File: src/rtl/rom_fetch_responder.sv
// rtl/rom_fetch_responder.sv - ROM-side byte fetch responder for the instruction cache refill port.
// Optional sticky fetch timeout is built when ROM_TIMEOUT_EN is defined.

module rom_fetch_responder #(
   parameter int WAIT_LO = 3,
   parameter int WAIT_HI = 5,
   parameter int TIMEOUT = 255
) (
   input  logic        i_clk,
   input  logic        i_rst_n,
   input  logic        i_fetch_req,
   input  logic [15:0] i_pc,
   input  logic [7:0]  i_pbr,
   input  logic        i_ron,
   input  logic        i_clsr,
   input  logic [7:0]  i_rom_data,
   output logic [23:0] o_rom_addr,
   output logic        o_rom_rd_n,
   output logic        o_romrdy,
   output logic [7:0]  o_instr_data,
   output logic        o_busy,
   output logic        o_rom_timeout
);

   typedef enum logic [2:0] {S_IDLE, S_SETUP, S_WAIT, S_DONE, S_GAP} state_t;

   localparam logic [3:0] LP_WAIT_LO = 4'(WAIT_LO);
   localparam logic [3:0] LP_WAIT_HI = 4'(WAIT_HI);

   // Out-of-range parameters leave a marker scope in the elaborated hierarchy.
   if (WAIT_LO < 1 || WAIT_LO > 15 || WAIT_HI < 1 || WAIT_HI > 15 ||
       TIMEOUT < 1 || TIMEOUT > 65535) begin : g_param_range_violation
   end

   state_t      r_state, w_state_nx;
   logic [3:0]  r_cnt, w_cnt_nx;
   logic [23:0] r_addr, w_addr_nx;
   logic        r_rd_n, w_rd_n_nx;
   logic [7:0]  r_data, w_data_nx;
   logic        r_rdy, w_rdy_nx;
   logic [23:0] w_cur_addr;
   logic        w_start;

   assign w_cur_addr = {i_pbr, i_pc};
   assign w_start    = i_fetch_req & i_ron;

   always_ff @(posedge i_clk or negedge i_rst_n) begin
      if (!i_rst_n) begin
         r_state <= S_IDLE;
         r_cnt   <= 4'd0;
         r_addr  <= 24'd0;
         r_rd_n  <= 1'b1;
         r_data  <= 8'd0;
         r_rdy   <= 1'b0;
      end else begin
         r_state <= w_state_nx;
         r_cnt   <= w_cnt_nx;
         r_addr  <= w_addr_nx;
         r_rd_n  <= w_rd_n_nx;
         r_data  <= w_data_nx;
         r_rdy   <= w_rdy_nx;
      end
   end

   always_comb begin
      w_state_nx = r_state;
      w_cnt_nx   = r_cnt;
      w_addr_nx  = r_addr;
      w_rd_n_nx  = r_rd_n;
      w_data_nx  = r_data;
      w_rdy_nx   = 1'b0;
      case (r_state)
         // GAP's closing edge doubles as the re-sample point, giving N+3 pulse spacing.
         S_IDLE, S_GAP: begin
            if (w_start) begin
               w_addr_nx  = w_cur_addr;
               w_rd_n_nx  = 1'b0;
               w_cnt_nx   = i_clsr ? LP_WAIT_HI : LP_WAIT_LO;
               w_state_nx = S_SETUP;
            end else begin
               w_state_nx = S_IDLE;
            end
         end
         S_SETUP: begin
            if (!i_ron) begin
               w_rd_n_nx  = 1'b1;
               w_state_nx = S_IDLE;
            end else begin
               w_state_nx = S_WAIT;
            end
         end
         S_WAIT: begin
            if (!i_ron) begin
               w_rd_n_nx  = 1'b1;
               w_state_nx = S_IDLE;
            end else if (r_cnt <= 4'd1) begin
               w_rd_n_nx = 1'b1;
               // A branch during the access makes this byte stale: drop it and refetch.
               if (w_cur_addr == r_addr) begin
                  w_data_nx  = i_rom_data;
                  w_rdy_nx   = 1'b1;
                  w_state_nx = S_DONE;
               end else begin
                  w_state_nx = S_GAP;
               end
            end else begin
               w_cnt_nx = r_cnt - 4'd1;
            end
         end
         S_DONE:  w_state_nx = S_GAP;
         default: w_state_nx = S_IDLE;
      endcase
   end

   assign o_rom_addr   = r_addr;
   assign o_rom_rd_n   = r_rd_n;
   assign o_romrdy     = r_rdy;
   assign o_instr_data = r_data;
   assign o_busy       = (r_state != S_IDLE);

`ifdef ROM_TIMEOUT_EN
   localparam logic [16:0] LP_TIMEOUT = 17'(TIMEOUT);

   logic [15:0] r_to_cnt;
   logic        r_timeout;

   always_ff @(posedge i_clk or negedge i_rst_n) begin
      if (!i_rst_n) begin
         r_to_cnt  <= 16'd0;
         r_timeout <= 1'b0;
      end else begin
         if (r_state == S_IDLE && i_fetch_req && !i_ron) begin
            if (r_to_cnt != 16'hFFFF) begin
               r_to_cnt <= r_to_cnt + 16'd1;
            end
            if (({1'b0, r_to_cnt} + 17'd1) >= LP_TIMEOUT) begin
               r_timeout <= 1'b1;
            end
         end else begin
            r_to_cnt <= 16'd0;
         end
         if (r_state == S_DONE) begin
            r_timeout <= 1'b0;
         end
      end
   end

   assign o_rom_timeout = r_timeout;
`else
   assign o_rom_timeout = 1'b0;
`endif

endmodule

File: config.mk
export PLATFORM = sky130hd
export DESIGN_NAME = rom_fetch_responder
export DESIGN_NICKNAME = d
export VERILOG_FILES = /design/src/rtl/rom_fetch_responder.sv
export SDC_FILE = /design/constraint.sdc
export NUM_CORES = 1
export LEC_CHECK = 0
export ABC_AREA = 1
export CORE_UTILIZATION = 45
export DETAILED_ROUTE_END_ITERATION = 8
export PLACE_DENSITY = 0.84
export RECOVER_POWER = 25
export SYNTH_ARGS = -nofsm -noshare
export SYNTH_HDL_FRONTEND = slang
export SYNTH_SLANG_ARGS = --single-unit
export TNS_END_PERCENT = 10
File: constraint.sdc
create_clock -name i_clk -period 4.1 [get_ports i_clk]
set_input_delay 0.82 -clock i_clk [delete_from_list [all_inputs] [get_ports i_clk]]
set_output_delay 0.82 -clock i_clk [all_outputs]
set_load 0.01 [all_outputs]
Word-level counts from Yosys, hierarchy flattened
Cells that the tools add are included.
{"block": "totals", "ff_bits": 41, "in_bits": 37, "output_inout_bits": 36, "word_cells": 48}
{"block": "op_classes", "add_sub_neg": 1, "magnitude_cmp": 1, "n_eq_ne": 10, "muxes": 20, "n_bitwise": 1, "reduce_logical": 9}
{"cell": "24-bit == test", "count": 1}
{"cell": "3-bit two-way mux", "count": 4}
{"cell": "4-bit two-way mux", "count": 3}
{"cell": "3-bit one-hot mux with 4 select lines", "count": 1}
{"cell": "4-bit AND reduction", "count": 3}
{"cell": "1-bit two-way mux", "count": 9}
{"cell": "2-bit != test, second input constant", "count": 4}
{"cell": "4-bit one-hot mux with 2 select lines", "count": 1}
{"cell": "3-bit by 2-bit == test with 1-bit output, second input constant", "count": 2}
{"cell": "3-bit nonzero test", "count": 2}
{"cell": "4-bit by 1-bit <= comparator with 1-bit output, second input constant", "count": 1}
{"cell": "4-bit by 1-bit subtractor with 4-bit output, second input constant", "count": 1}
{"cell": "3-bit by 1-bit == test with 1-bit output, second input constant", "count": 1}
{"cell": "3-bit == test, second input constant", "count": 1}
{"cell": "3-bit zero test", "count": 1}
{"cell": "3-bit != test, second input constant", "count": 1}
{"cell": "1-bit one-hot mux with 3 select lines", "count": 1}
{"cell": "2-bit two-way mux", "count": 1}
{"cell": "2-bit AND reduction", "count": 1}
{"cell": "2-bit nonzero test", "count": 1}
{"cell": "2-bit OR reduction", "count": 1}
{"cell": "1-bit AND", "count": 1}

Logic depth before layout (Yosys ltp)
{"block": "depth", "ltp_word": 5, "depth_mapped": 11, "ltp_nobuf": 11}

Least setup slack after synthesis
OpenSTA, ideal clock, no wires.
{"block": "synth_timing", "path_kind": "input to register", "startpoint": "input port i_pbr[3]", "endpoint": "register r_data[0], in the netlist o_instr_data[0]", "setup_time_ns": 0.118, "arrival_ns": 1.623, "t_required_ns": 3.982, "slack_ns": 2.359, "path_stages": 7, "path_buffers": 0, "cell_sequence": "xor2_1 nor2_1 nand2_1 nor2_1 nand4_4 nand2_1 nand2_1"}
{"block": "synth_via", "elab_chain_cells": 2}
{"item": "start: declaration", "line_no": "13", "source": "input logic [7:0] i_pbr,"}
{"item": "24-bit == test", "line_no": "99", "source": "if (w_cur_addr == r_addr) begin"}
{"item": "4-bit AND reduction (no source line)"}
{"item": "end signal: assignment", "line_no": "60", "source": "r_data <= w_data_nx;"}
{"item": "end: declaration", "line_no": "39", "source": "logic [7:0] r_data, w_data_nx;"}
Every way passes these cells.
A chain may end at the register's enable or synchronous reset.

Final worst setup path
{"block": "layout_timing", "startpoint": "input port i_ron", "endpoint": "register r_cnt[1]"}
{"block": "layout_via", "elab_chain_cells": 3, "word_cells_on_any_way": 4, "cone_classes": "2 x eq/ne; 1 x bitwise; 1 x reduce/logical"}
{"item": "start: declaration", "line_no": "14", "source": "input logic i_ron,"}
{"item": "1-bit AND", "line_no": "45", "source": "assign w_start = i_fetch_req & i_ron;"}
{"item": "2-bit != test (no source line)"}
{"item": "4-bit AND reduction (no source line) *"}
{"item": "end signal: assignment", "line_no": "57", "source": "r_cnt <= w_cnt_nx;"}
{"item": "end: declaration", "line_no": "36", "source": "logic [3:0] r_cnt, w_cnt_nx;"}
Mark *: on every way between the ends. The rest lies on a longest branch, timed or not.

==> metrics.cfg <==
[run_status]
outcome = finished with violations
violations = max-capacitance violations, max-slew violations

[sta]
hold_viol_final = 0
grt_setup_unrepaired = no
sum_of_negative_setup_slack_ns = 0
setup_slack_ns = 1.63
achievable-frequency_ghz = 0.404
worst_pin_slew_ns = 2.19
min_period_ns = 2.47
fin_skew_ns = 0.00865
post-route-period-util_pct = 60.3
hold-worst-slack_ns = 0.474
worst_slew_margin_rel_pct = -46.1
setup-violations-final = 0
timing_max_transition_violations_final = 42

[die]
num_io_pins = 73
floorplan.die_area_sq_mm = 0.00555
core_area_sq_mm = 0.00507
chipWidth_um = 74.5
die_h_um = 74.5
std_cell_rows = 26
floorplan.initialDensity_pct = 46.6

[place]
detailedPlacementHpwl_um = 3970
finalWeightedCongestion = 0.838
placed_cell_area_sq_mm = 0.00313
port-buffer-count = 71
dp.cells = 471
post-place-ws_ns = 1.33

[clock_network]
tritoncts = yes
buffer_count_from_post_cts_setup_fixing = 0
cts_root_buffer = clkbuf_8
cts_sinks = 41
numCtsBuffers = 5
cts_resized = 0
cts.reportedPaths.clkPinSlew_ns = 0.08
clock_tree.buffer_depth = 2
clk_latency_ns = 0.30
htreeDepth = 2
cts_hold_buffers = 0

[logic_synthesis]
synth-main-ff-cell = dfrtp_1
synth.net_count = 374
yosysUniqueCellTypes = 30
postSynth.asyncResetShare_pct = 100
post_synth_instance_area_sq_mm = 0.00237
yosys_warnings = 0
synth.ff_latch_count = 41
syn_avg_cell_area_sq_um = 7.07
synth_seq_area_share_pct = 43.4
post_synthesis_cell_count = 335
synth-edff-count = 0

[critical_path]
worst_path_most_repeated_cell = inv_1
worst_setup_path_start_kind = input pin
slowest_delay_ns = 0.70
cp-end-kind = flop
critical_path.max_fanout = 11
worstPathArrival_ns = 2.66
timing_worst_setup_path_type = input pin to flop
crit_slowest_cell = nor2_1
worstPathRequired_ns = 4.28
crit_chain = clkdlybuf4s50_1, inv_1, nor2_1, nand2_1, inv_1, a21oi_1

[job]
max_cap_viol_count = 1

[global_routing]
groute.usage.overall_pct = 20.3
global_route.overflow_total = 0
largest_net_degree_at_the_start_of_global_routing = 42
via_count_of_the_first_global_routing_pass = 2043
grt_pass1_wl_um = 8620
antenna_found_initial = 0

[detailed_routing]
drt_iter0_markers = 78
drc = 0
route.detailed.wl_per_inst_um = 11.1
ant_nets = 0
finalWirelength_um = 5290
vias_post_dr = 2234
number_of_iterations_in_the_first_detailed_routing_pass = 4
avgViaCountPerCell = 4.66

[finish]
num-nets-final = 447
insertedDiodeCount = 0
mostFrequentLayoutCell = nand2_1
instances_no_fill = 479
fill_cells = 463
post_route_cells_drive_above_1_share_pct = 7.09
mostFrequentLayoutCells = nand2_1 (143), clkdlybuf4s50_1 (70), inv_1 (44)
stdcell_area_sq_mm = 0.00324
synthToLayoutAreaGrowth_pct = 36.9
utilization_pct = 63.9

[pwr]
worst_vdd_drop_mv = 0.289
cellPowerDensity_mw_per_mm2 = 415
finalPower_mw = 1.34
total_leakage_power_nw = 1.71

[hold_path]
min_path_type = flop to flop

## state kept, by name, indices dropped and copies added (netlist names)
register / cells
o_instr_data: 8
r_cnt: 4
o_rom_addr: 24
o_rom_rd_n: 1
r_state: 3
o_romrdy: 1
## logic make-up after synthesis
family,after synthesis,share of synthesized area [%]
flops,41,43.4
xor+xnor,14,5.18
fa+ha+maj,2,1.06
compound gates,28,6.40
simple gates,188,33.6
other cells,1,0.158
buf+inv,61,10.3
## final cells by class
| type | count | area [sq um] | area share (%) |
|---|---|---|---|
| clock buffers | 6 | 72.6 | 2.24 |
| clock inverters | 2 | 35.0 | 1.08 |
| inverters | 55 | 209 | 6.45 |
| multi-input cells | 233 | 1100 | 33.9 |
| flip-flops and latches | 41 | 1030 | 31.7 |
| well taps | 70 | 87.6 | 2.70 |
| repair buffers | 72 | 712 | 22.0 |
## report_power, final
| part | total, mW | switching, mW | internal [mW] |
|---|---|---|---|
| clock | 0.321 | 0.140 | 0.181 |
| combinational | 0.483 | 0.248 | 0.235 |
| sequential | 0.541 | 0.0628 | 0.478 |
## synthesized netlist by cell type (2+ instances only)
library cell,instances,area (sq um)
ha_1,2,25.0
inv_1,44,165
buf_2,3,15.0
buf_4,2,15.0
nand2_2,2,12.5
clkinv_1,3,11.3
nor2_1,21,78.8
nand2_1,143,537
o21ai_1,2,10.0
xnor2_1,9,78.8
nand3_1,5,25.0
inv_2,7,26.3
dfrtp_1,40,1000
xor2_1,5,43.8
a21oi_1,5,25.0
nor2_2,5,31.3
o21ai_0,17,85.1
nand4_1,8,50.1
## critical path, delay by kind of cell
kind / cells / cell delay [ns]
AND/OR/NAND/NOR: 2 / 0.99
buffers and inverters: 3 / 0.77
AO/OA/AOI/OAI: 1 / 0.08
## worst paths after layout
path,endpoint,depth (start not counted),slack (ns),startpoint
worst max-delay path,r_cnt[1],6,1.63,i_ron
worst min-delay path,o_rom_rd_n,2,0.47,o_rom_rd_n
min in group asynchronous,o_rom_addr[6],1,1.16,i_rst_n
max in group asynchronous,o_rom_addr[15],1,1.68,i_rst_n
worst max register to register,r_cnt[1],8,2.06,r_state[2]
worst min register to register,o_rom_rd_n,2,0.47,o_rom_rd_n
## routing by layer
metal / track usage, % / vias to the layer above / share of wire (%)
met5: 0 / - / 0
met1: 23.4 / 1019 / 42
met4: 7.13 / 0 / 1.1
li1: - / 1151 / -
met3: 4.74 / 5 / 5.2
met2: 36.5 / 59 / 51
No activity file was read; power rests on OpenSTA's default activity.
